File: src/rtl/snake_grid_map.sv
// rtl/snake_grid_map.sv - occupancy bitmap of the snake playfield with move update and per-cell lookup
// Optional feature macro: SNAKE_GRID_CNT_EN adds the cell_count port and occupied-cell counter.
// Moves arrive as head/tail pairs: the tail cell is cleared first (skipped on a grow move),
// then the head cell is read for self-collision and set. The lookup port is an independent
// one-cycle registered read that never stalls the update path.

module snake_grid_map #(
  parameter int H_LOGIC_WIDTH = 5,
  parameter int V_LOGIC_WIDTH = 5,
  parameter int H_LOGIC_MAX   = 31,
  parameter int V_LOGIC_MAX   = 23
) (
  input  logic                     clk,
  input  logic                     rst,
  input  logic                     upd_valid,
  output logic                     upd_ready,
  input  logic                     upd_grow,
  input  logic [H_LOGIC_WIDTH-1:0] upd_headx,
  input  logic [V_LOGIC_WIDTH-1:0] upd_heady,
  input  logic [H_LOGIC_WIDTH-1:0] upd_tailx,
  input  logic [V_LOGIC_WIDTH-1:0] upd_taily,
  output logic                     upd_done,
  output logic                     hit_pulse,
  output logic                     hit,
  output logic                     init_done,
  input  logic                     qry_en,
  input  logic [H_LOGIC_WIDTH-1:0] qry_x,
  input  logic [V_LOGIC_WIDTH-1:0] qry_y,
`ifdef SNAKE_GRID_CNT_EN
  output logic [9:0]               cell_count,
`endif
  output logic                     qry_vld,
  output logic                     qry_occ
);

  // Row counter is one bit wider so it can step past the last row to mark the sweep end.
  localparam int CNT_W = V_LOGIC_WIDTH + 1;
  localparam logic [H_LOGIC_WIDTH-1:0] H_MAX  = H_LOGIC_WIDTH'(H_LOGIC_MAX);
  localparam logic [V_LOGIC_WIDTH-1:0] V_MAX  = V_LOGIC_WIDTH'(V_LOGIC_MAX);
  localparam logic [CNT_W-1:0]         V_LAST = CNT_W'(V_LOGIC_MAX);

  typedef enum logic [1:0] {
    S_INIT,
    S_IDLE,
    S_CLR_TAIL,
    S_SET_HEAD
  } state_t;

  state_t                   r_state;
  logic [CNT_W-1:0]         r_cnt;
  logic [H_LOGIC_MAX:0]     r_map [0:V_LOGIC_MAX];
  logic [H_LOGIC_WIDTH-1:0] r_headx;
  logic [V_LOGIC_WIDTH-1:0] r_heady;
  logic [H_LOGIC_WIDTH-1:0] r_tailx;
  logic [V_LOGIC_WIDTH-1:0] r_taily;
  logic                     r_upd_ready;
  logic                     r_upd_done;
  logic                     r_hit_pulse;
  logic                     r_hit;
  logic                     r_init_done;
  logic                     r_qry_vld;
  logic                     r_qry_occ;

  logic w_head_in;
  logic w_tail_in;
  logic w_qry_in;
  logic w_head_bit;

  // Out-of-range coordinates never touch the map; the row/column checks gate every access.
  assign w_head_in  = (r_headx <= H_MAX) && (r_heady <= V_MAX);
  assign w_tail_in  = (r_tailx <= H_MAX) && (r_taily <= V_MAX);
  assign w_qry_in   = (qry_x <= H_MAX) && (qry_y <= V_MAX);
  assign w_head_bit = w_head_in && r_map[r_heady][r_headx];

  assign upd_ready = r_upd_ready;
  assign upd_done  = r_upd_done;
  assign hit_pulse = r_hit_pulse;
  assign hit       = r_hit;
  assign init_done = r_init_done;
  assign qry_vld   = r_qry_vld;
  assign qry_occ   = r_qry_occ;

  // Update FSM: clear sweep, move acceptance, tail clear, head check-and-set.
  always_ff @(posedge clk) begin
    if (rst) begin
      r_state     <= S_INIT;
      r_cnt       <= '0;
      r_headx     <= '0;
      r_heady     <= '0;
      r_tailx     <= '0;
      r_taily     <= '0;
      r_upd_ready <= 1'b0;
      r_upd_done  <= 1'b0;
      r_hit_pulse <= 1'b0;
      r_hit       <= 1'b0;
      r_init_done <= 1'b0;
    end else begin
      r_upd_done  <= 1'b0;
      r_hit_pulse <= 1'b0;
      case (r_state)
        S_INIT: begin
          if (r_cnt <= V_LAST) begin
            r_map[r_cnt[V_LOGIC_WIDTH-1:0]] <= '0;
            r_cnt <= r_cnt + 1'b1;
          end else begin
            r_state     <= S_IDLE;
            r_upd_ready <= 1'b1;
            r_init_done <= 1'b1;
          end
        end
        S_IDLE: begin
          if (upd_valid && r_upd_ready) begin
            r_headx     <= upd_headx;
            r_heady     <= upd_heady;
            r_tailx     <= upd_tailx;
            r_taily     <= upd_taily;
            r_upd_ready <= 1'b0;
            r_state     <= upd_grow ? S_SET_HEAD : S_CLR_TAIL;
          end
        end
        S_CLR_TAIL: begin
          if (w_tail_in) begin
            r_map[r_taily][r_tailx] <= 1'b0;
          end
          r_state <= S_SET_HEAD;
        end
        S_SET_HEAD: begin
          r_hit_pulse <= w_head_bit;
          r_hit       <= r_hit | w_head_bit;
          if (w_head_in) begin
            r_map[r_heady][r_headx] <= 1'b1;
          end
          r_upd_done  <= 1'b1;
          r_upd_ready <= 1'b1;
          r_state     <= S_IDLE;
        end
        default: begin
          r_state <= S_INIT;
        end
      endcase
    end
  end

  // Lookup: registered read of the map as it stood before this edge's writes.
  always_ff @(posedge clk) begin
    if (rst) begin
      r_qry_vld <= 1'b0;
      r_qry_occ <= 1'b0;
    end else begin
      r_qry_vld <= qry_en;
      r_qry_occ <= qry_en && w_qry_in && (r_state != S_INIT) && r_map[qry_y][qry_x];
    end
  end

`ifdef SNAKE_GRID_CNT_EN
  localparam logic [9:0] CELLS = 10'((H_LOGIC_MAX + 1) * (V_LOGIC_MAX + 1));

  logic       w_tail_bit;
  logic [9:0] r_cell_count;

  assign w_tail_bit = w_tail_in && r_map[r_taily][r_tailx];
  assign cell_count = r_cell_count;

  // Occupied-cell counter: moves only when a write actually flips a bit, saturating at both ends.
  always_ff @(posedge clk) begin
    if (rst || (r_state == S_INIT)) begin
      r_cell_count <= '0;
    end else if ((r_state == S_SET_HEAD) && w_head_in && !w_head_bit) begin
      if (r_cell_count != CELLS) begin
        r_cell_count <= r_cell_count + 10'd1;
      end
    end else if ((r_state == S_CLR_TAIL) && w_tail_bit) begin
      if (r_cell_count != 10'd0) begin
        r_cell_count <= r_cell_count - 10'd1;
      end
    end
  end
`endif

endmodule

File: config.mk
export PLATFORM = sky130hd
export DESIGN_NAME = snake_grid_map
export DESIGN_NICKNAME = d
export VERILOG_FILES = /design/src/rtl/snake_grid_map.sv
export SDC_FILE = /design/constraint.sdc
export NUM_CORES = 1
export LEC_CHECK = 0
export BUFFER_PORTS_ARGS = -buffer_cell sky130_fd_sc_hd__buf_2
export CORE_MARGIN = 3
export CORE_UTILIZATION = 48
export DETAILED_ROUTE_END_ITERATION = 12
export PLACE_DENSITY = 0.66
export REMOVE_ABC_BUFFERS = 1
export SLEW_MARGIN = 20
export SYNTH_ARGS = -nofsm -noshare
export SYNTH_HDL_FRONTEND = slang
export SYNTH_SLANG_ARGS = --single-unit
File: constraint.sdc
create_clock -name clk -period 13 [get_ports clk]
set_input_delay 1.3 -clock clk [delete_from_list [all_inputs] [get_ports clk]]
set_output_delay 1.3 -clock clk [all_outputs]
set_load 0.05 [all_outputs]
* After elaboration in Yosys (flattened, before gate mapping)
Memories as Yosys holds them, arrays and structs flattened. A register that Yosys moved wholly into a read port is not among the register bits.
Cells that the tools add are included.
** Storage, ports and cells
- Output and inout port bits :: 7
- Flip-flop bits (word level) :: 35
- Memory bits (writable) :: 768
- Memories kept :: 1
- Input bits :: 35
- Logic and storage cells :: 92
** Operators by class
- Reduce and logical (&&, ||, !) cells :: 21
- Bitwise operators :: 3
- Equality and inequality tests :: 5
- Mux-type cells :: 36
- $lt $le $gt $ge :: 12
- $add $sub $neg :: 1
** Memory list
- r_map :: words 24, width 32, rd ports 2, clocked after Yosys merged registers in 1, write ports 1, line 51 : logic [H_LOGIC_MAX:0] r_map [0:V_LOGIC_MAX];
** Operators by type and width (count)
- two-way mux 32 bit :: 6
- OR reduction 32 bit :: 2
- less-or-equal comparator 5 bit, second input constant :: 6
- two-way mux 5 bit :: 4
- < comparator 5 x 6 -> 1 bit, second input constant :: 3
- two-way mux 1 bit :: 18
- binary-select mux 1 bit (select 5 bit) :: 2
- demux 1 bit (select 5 bit) :: 2
- greater-or-equal comparator 5 x 1 -> 1 bit, second input constant :: 2
- logical AND 1 bit :: 10
- one-hot mux 2 bit (4 select lines) :: 1
- AND reduction 2 bit :: 4
- adder 6 x 1 -> 6 bit, second input constant :: 1
- less-or-equal comparator 6 x 5 -> 1 bit, second input constant :: 1
- == test 2 bit, second input constant :: 2
- two-way mux 2 bit :: 2
- inequality test 2 bit, second input constant :: 2
- one-hot mux 1 bit (3 select lines) :: 1
- AND reduction 3 bit :: 1
- nonzero test 3 bit :: 1
- == test 2 x 1 -> 1 bit, second input constant :: 1
- logical NOT 2 bit :: 1
- NOT 1 bit :: 2
- nonzero test 2 bit :: 1
- 2 further kinds :: 2

* Depth between registers and ports, before layout
Gate-level depths: netlist of the first run.
- Depth in word-level cells :: 9
- Gate-level depth with buffers :: 13
- Mapped depth without buffers :: 11

* Worst setup path before layout of the first run
OpenSTA, ideal clock, no wires.
- Kind :: input-to-reg
- Start point :: input rst
- End point :: memory r_map[22][12] in the netlist's numbering, enable pin
- Path slack :: -685 ps
- Data arrival time :: 13385 ps
- Buffers on the path :: 2
- Data required time :: 12700 ps
- Stages :: 10
- Path through :: clkbuf_1 > nand2b_1 > inv_1 > nand2_1 > clkinv_1 > o21ai_0 > and3_1 > nand2_1 > clkbuf_1 > nor2_1
** On the way
- Word-level cells in the longest chain between the ends :: 5
- Elaborated cells between the ends (all ways) :: 12
- Classes of those cells :: 10 x mux; 2 x reduce/logical
** Ends and longest elaborated chain
- start, declared :: line 14 : input logic rst,
- two-way mux 1 bit :: line 85 : if (rst) begin
- two-way mux 32 bit (not written as such) :: line 123 : r_map[r_taily][r_tailx] <= 1'b0;
- OR reduction 32 bit (no line)
- two-way mux 5 bit (no line) or two-way mux 32 bit (tied branches) (2 in series)
- end, declared :: line 51
Several ways; a longest one is shown, not always the timed one.

* Worst setup path in the final report of the first run
- Start point :: input rst
- End point :: memory r_map[9][14] in the netlist's numbering, enable pin
The elaborated chain is that of the path after synthesis.

==> impl_metrics.env, run 1 <==
export IMPL_startpoint_type="input port"
export IMPL_ctsHoldBuffers=0
export IMPL_grt_setup_unrepaired="false"
export IMPL_clk_path_buf_depth=3
export IMPL_required_ps=13330
export IMPL_postSynthCellCount=3067
export IMPL_drt_pass1_iterations=5
export IMPL_ys_seq_area_share_pct=56.9
export IMPL_gp_congestion=0.885
export IMPL_ant_nets=0
export IMPL_post_synth_top_area_cell="edfxtp_1"
export IMPL_drt_total_wl_um=129000
export IMPL_met1Wirelength_um=46300
export IMPL_initial_core_util_pct=48.8
export IMPL_ios=42
export IMPL_dp_final_hpwl_um=75100
export IMPL_r2r_worst_path_cells=10
export IMPL_cts_setup_buffers=0
export IMPL_synth_top_cell_area_share_pct=55.0
export IMPL_io_buffers=41
export IMPL_fin_util_pct=53.0
export IMPL_setup_viol=0
export IMPL_worstReg2RegEnd="hit_pulse"
export IMPL_fill_cells=7131
export IMPL_grt_pass1_wl_um=188000
export IMPL_track_usage_pct=28.4
export IMPL_synth_cell_type_count=69
export IMPL_clk_pin_slew_worst_paths_ps=60
export IMPL_synthTopCellsByArea="edfxtp_1 55%, mux4_2 18%, nor2_1 7.4%"
export IMPL_regToRegSetupSlack_ps=7230
export IMPL_ys_async_sr_fraction_pct=0
export IMPL_worst_pin_slew_ps=1220
export IMPL_core_area_mm2=0.0859
export IMPL_nets=3016
export IMPL_hold_path_class="flop to flop"
export IMPL_cts_buffers=88
export IMPL_switching_share_pct=28.9
export IMPL_maxCapViolCount=0
export IMPL_multiInputGateArea_mm2=0.0166
export IMPL_worstSkewPairLatency_ps=670
export IMPL_dp_slack_ps=6770
export IMPL_synth_ff_type="edfxtp_1"
export IMPL_vdd_drop_max_uv=106
export IMPL_timing_final_max_slew_violations=0
export IMPL_cts_root_buf="clkbuf_16"
export IMPL_status="finished clean"
export IMPL_period_share_pct=47.1
export IMPL_row_count=107
export IMPL_whs_endpoint="r_taily[3]"
export IMPL_fin_ws_ps=6870
export IMPL_fin_hold_ws_ps=471
export IMPL_grt_max_degree=269
export IMPL_critPathKind="input port to flop"
export IMPL_cp_end_kind="flop"
export IMPL_stdcell_area_mm2=0.0456
export IMPL_intPower_uw=4610
export IMPL_synth_edf_count=768
export IMPL_hp_start="r_taily[3]"
export IMPL_fmax_mhz=163
export IMPL_grt_overflow_total=0
export IMPL_top_layer_used="met5"
export IMPL_antennaDiodeCount=0
export IMPL_power_density_mw_per_mm2=142
export IMPL_combPwrFrac_pct=17.2
export IMPL_tritoncts="done"
export IMPL_die_w_um=302
export IMPL_total_power_uw=6490
export IMPL_final_common_cell="nor2_1"
export IMPL_most_common_layout_cells="830 x nor2_1, 768 x edfxtp_1, 329 x mux4_2"
export IMPL_cp_arrival_ps=6460
export IMPL_drc=0
export IMPL_area_delta_synth_final_pct=8.68
export IMPL_dpl_instance_area_mm2=0.0428
export IMPL_avgSynthCellArea_um2=13.7
export IMPL_hold_viol=0
export IMPL_die_h_um=302
export IMPL_yosysWarnings=0
export IMPL_skew_ps=31.0
export IMPL_dieArea_mm2=0.0910
export IMPL_antenna_found_initial=4
export IMPL_route_met3_wl_um=15500
export IMPL_layout_drive_gt1_share_pct=21.2
export IMPL_grt_pass1_vias=28200
export IMPL_via_per_inst=6.83
export IMPL_seq_area_mm2=0.0239
export IMPL_period_needed_ps=6130
export IMPL_syn_cell_area_mm2=0.0419
export IMPL_slew_headroom_pct=18.4
export IMPL_drt_initial_drc_count=4269
export IMPL_critPathMaxFanout=225
export IMPL_min_path_cells=2
export IMPL_p_switching_uw=1880
export IMPL_seqPwrFrac_pct=45.7
export IMPL_synth_ff_latch_count=808
export IMPL_htree_levels=3
export IMPL_p_clk_share_pct=37.0
export IMPL_cts_sinks=808
export IMPL_leakagePower_uw=0.0146
export IMPL_vias=28600
export IMPL_dr_wl_met2_um=60100
export IMPL_drt_wirelength_per_cell_um=30.9
export IMPL_cts_resized=0
==> critical path, stage by stage <==
cell and delay (ps):
buf_2 560, nand2b_1 250, inv_1 80, nand2_2 740
clkinv_8 840, o21ai_0 630, nor2b_1 670, nand2_2 880
nor2_1 370
==> power by group through the flow <==
stage	clock network [µW]	registers [µW]	logic (µW)
floorplan	0	3020	600
global placement	0	3010	1060
detailed placement	0	3020	1090
CTS	2420	2970	1090
global route	2520	2980	1180
finish	2400	2970	1120
==> cells in the mapped netlist (21+ instances only) <==
cell type / instances
nor2_1: 831
edfxtp_1: 768
mux4_2: 329
clkbuf_1: 196
mux2i_1: 185
nand2_1: 113
o21ai_0: 70
a21oi_1: 63
a22oi_1: 44
buf_2: 40
dfxtp_1: 40
a221oi_1: 36
buf_6: 24
nor3_1: 23
buf_4: 21
==> flip-flops by register name, summed over array words and instances, names as in the netlist, named ones only <==
| name | count |
|---|---|
| r_state | 2 |
| init_done | 1 |
| qry_occ | 1 |
| r_cnt | 6 |
| r_map | 768 |
| hit | 1 |
| r_tailx | 5 |
| r_heady | 5 |
| r_taily | 5 |
| hit_pulse | 1 |
| r_headx | 5 |
| upd_ready | 1 |
| qry_vld | 1 |
| upd_done | 1 |
==> worst max path at each step <==
stage	start	endpoint	slack [ps]	cells past startpoint
2_1_floorplan	rst	r_map[23][16]	-1480	8
3_3_place_gp	rst	r_map[1][14]	7090	9
3_5_place_dp	rst	r_map[9][6]	6770	9
4_1_cts	rst	r_map[9][18]	7440	9
5_1_grt	rst	r_map[9][24]	6580	9
6_report	rst	r_map[9][14]	6870	9
==> cell type report <==
class | count | area share [%]
clock buffer | 118 | 5.31
multi-input combinational | 1938 | 36.3
clock inverter | 40 | 0.678
timing repair buffer | 125 | 2.00
sequential | 808 | 52.4
tap | 1144 | 3.14
inverter | 15 | 0.154
==> layer usage <==
| metal | up-vias | track usage, % |
|---|---|---|
| met3 | 407 | 6.42 |
| met5 | - | 0 |
| met2 | 2006 | 44.9 |
| met1 | 14700 | 37.3 |
| met4 | 8 | 14.2 |
| li1 | 11500 | - |
==> metrics by stage <==
step / instances / setup TNS [ps]
final: 4188 / 0
after global routing: 4188 / 0
after CTS: 4187 / 0
after detailed placement: 4029 / 0
after global placement: 4029 / 0
after floorplan: 2761 / -1330700
==> kinds of logic (layout without fill, tap and decap cells) <==
logic type / Yosys count / count (layout) / synth area share (%)
buffers and inverters: 321 / 298 / 4.01
AO/OA/AOI/OAI: 323 / 323 / 5.20
adder cells (fa/ha/maj): 5 / 5 / 0.149
multiplexers: 536 / 536 / 23.3
XOR/XNOR: 3 / 3 / 0.0627
AND/OR/NAND/NOR: 1071 / 1071 / 10.3
flip-flops: 808 / 808 / 56.9
No activity file was read; power rests on OpenSTA's default activity.
==> inputs of run 2 (changes only) <==
- clock period: 13 -> 5.2 ns (I/O delays scaled with it)
==> run 2 against run 1 <==
Cell count is 0.81% higher; global-route usage up 0.43 points; via count rose by 0.18%; critical path type is now flop to flop; worst hold slack lost 360 ps; largest power group unchanged; die area unchanged; critical endpoint is now r_map[2][20].
==> impl_metrics.env, run 2 (synthesized netlist as in run 1, its figures left out) <==
export IMPL_status="finished clean"
export IMPL_io_buffers=41
export IMPL_cts_setup_buffers=0
export IMPL_drc=0
export IMPL_largest_reg_flops=768
export IMPL_path_depth=10
export IMPL_ant_nets=0
export IMPL_seqPwrFrac_pct=44.3
export IMPL_final_cells=4222
export IMPL_switching_share_pct=28.0
export IMPL_p_clk_share_pct=39.3
export IMPL_ctsHoldBuffers=0
export IMPL_dp_final_hpwl_um=78300
export IMPL_drt_pass1_iterations=6
export IMPL_htree_levels=3
export IMPL_intPower_uw=12100
export IMPL_fin_hold_ws_ps=113
export IMPL_combPwrFrac_pct=16.5
export IMPL_rr_startpoint="r_state[0]"
export IMPL_final_common_cell="nor2_1"
export IMPL_period_needed_ps=4260
export IMPL_critPathBufInv=1
export IMPL_gr_usage_met1_pct=37.2
export IMPL_period_share_pct=81.9
export IMPL_busiest_layer="met2"
export IMPL_die_w_um=302
export IMPL_row_count=107
export IMPL_fmax_mhz=235
export IMPL_vdd_drop_max_uv=254
export IMPL_required_ps=5510
export IMPL_clk_path_buf_depth=3
export IMPL_skew_ps=33.1
export IMPL_initial_core_util_pct=48.8
export IMPL_fill_cells=7119
export IMPL_cts_root_buf="clkbuf_16"
export IMPL_cpLargestDelayFamily="simple AND/OR/NAND/NOR gates"
export IMPL_seq_area_mm2=0.0239
export IMPL_grtUsageMet3_pct=7.32
export IMPL_dieArea_mm2=0.0910
export IMPL_setup_viol=0
export IMPL_most_common_layout_cells="829 x nor2_1, 768 x edfxtp_1, 329 x mux4_2"
export IMPL_ios=42
export IMPL_cp_slowest_stage_delay_ps=770
export IMPL_cp_arrival_ps=4570
export IMPL_crit_path_frequent_cell="nor2_1"
export IMPL_hold_viol=0
export IMPL_die_h_um=302
export IMPL_dp_cells=4058
export IMPL_worstSkewPairLatency_ps=650
export IMPL_layout_drive_gt1_share_pct=22.1
export IMPL_antenna_found_initial=4
export IMPL_critPathMaxFanout=32
export IMPL_clk_pin_slew_worst_paths_ps=60
export IMPL_slew_headroom_pct=21.4
export IMPL_tritoncts="done"
export IMPL_critPathKind="flop to flop"
export IMPL_hold_path_class="input port to flop"
export IMPL_worst_pin_slew_ps=1170
export IMPL_track_usage_pct=28.9
export IMPL_hp_start="upd_headx[0]"
export IMPL_maxCapViolCount=0
export IMPL_drt_initial_drc_count=4033
export IMPL_total_power_uw=16800
export IMPL_regToRegSetupSlack_ps=940
export IMPL_whs_endpoint="r_headx[0]"
export IMPL_grt_setup_unrepaired="false"
export IMPL_cts_resized=0
export IMPL_grt_overflow_total=0
export IMPL_multiInputGateArea_mm2=0.0166
export IMPL_cts_buffers=87
export IMPL_gp_congestion=0.891
export IMPL_crit_chain="inv_1, ha_1, a21boi_0, nor2b_1, mux2_1, o21ai_0, nand2b_1, nor2_1, nand2_2, nor2_1"
export IMPL_core_area_mm2=0.0859
export IMPL_timing_final_max_slew_violations=0
export IMPL_min_path_cells=3
export IMPL_grt_pass1_wl_um=191000
export IMPL_nets=3043
export IMPL_area_delta_synth_final_pct=10.0
export IMPL_p_switching_uw=4690
export IMPL_power_density_mw_per_mm2=363
export IMPL_drt_total_wl_um=131000
export IMPL_top_register="r_map"
export IMPL_critPathSlowestCell="nand2_2"
export IMPL_vias=28700
export IMPL_cp_end_kind="flop"
export IMPL_drt_wirelength_per_cell_um=31.1
export IMPL_use_met2_pct=45.9
export IMPL_startpoint_type="flop"
export IMPL_tns_ps=0
export IMPL_grt_pass1_vias=28800
export IMPL_cts_sinks=808
export IMPL_grt_max_degree=263
export IMPL_r2r_worst_path_cells=10
export IMPL_via_per_inst=6.79
export IMPL_leakagePower_uw=0.0148
export IMPL_top_regs="r_map (768), r_cnt (6)"
export IMPL_worstReg2RegEnd="r_map[2][20]"
==> run 2: cell types whose count changed in the layout (fill, tap and decap cells not counted), sizes merged <==
cell,before,now
clkbuf,120,115
buf,123,152
clkinvlp,0,5
bufinv,4,14
clkinv,35,30
diode,0,3
inv,16,13
==> run 2: routing by layer <==
metal / part of all wire, % / up-vias / wire [µm]
met3: 12 / 435 / 15700
met5: 0.018 / - / 24
met4: 5.5 / 4 / 7250
met1: 36 / 14600 / 46900
li1: - / 11600 / -
met2: 47 / 1977 / 61500
==> run 2: worst min-delay path: stages <==
cell and delay, ps:
buf_2 90, nand2_1 50, a21oi_1 50
==> run 2: worst max-delay path by stage <==
stage,from,to,slack (ps)
after global placement,rst,r_map[8][26],1120
after CTS,r_state[0],r_map[7][7],1010
after floorplan,rst,r_map[23][16],-8500
final,r_state[0],r_map[2][20],940
after detailed placement,rst,r_map[7][7],990
after global routing,r_state[0],r_map[2][2],670
==> run 2: layout make-up <==
class,instances,share of cell area (%)
sequential,808,51.7
multi-input combinational,1938,35.9
clock buffer,114,5.25
tap,1144,3.10
timing repair buffer,153,2.56
clock inverter,47,1.32
inverter,15,0.141
antenna,3,0.0163
==> run 2: metrics by stage <==
| step | util [%] | area [µm²] | setup slack [ps] |
|---|---|---|---|
| floorplan | - | 40300 | -8500 |
| global placement | 50.1 | 43000 | 1120 |
| detailed placement | 50.1 | 43100 | 985 |
| CTS | 53.6 | 46100 | 1010 |
| global route | 53.7 | 46100 | 672 |
| finish | 53.7 | 46100 | 939 |
==> run 2: power by group through the flow <==
stage	registers (µW)	logic, µW	clock network (µW)
2_1_floorplan	7560	1500	0
3_3_place_gp	7530	2600	0
3_5_place_dp	7550	2680	0
4_1_cts	7420	2690	6630
5_1_grt	7440	2910	6900
6_report	7430	2760	6580
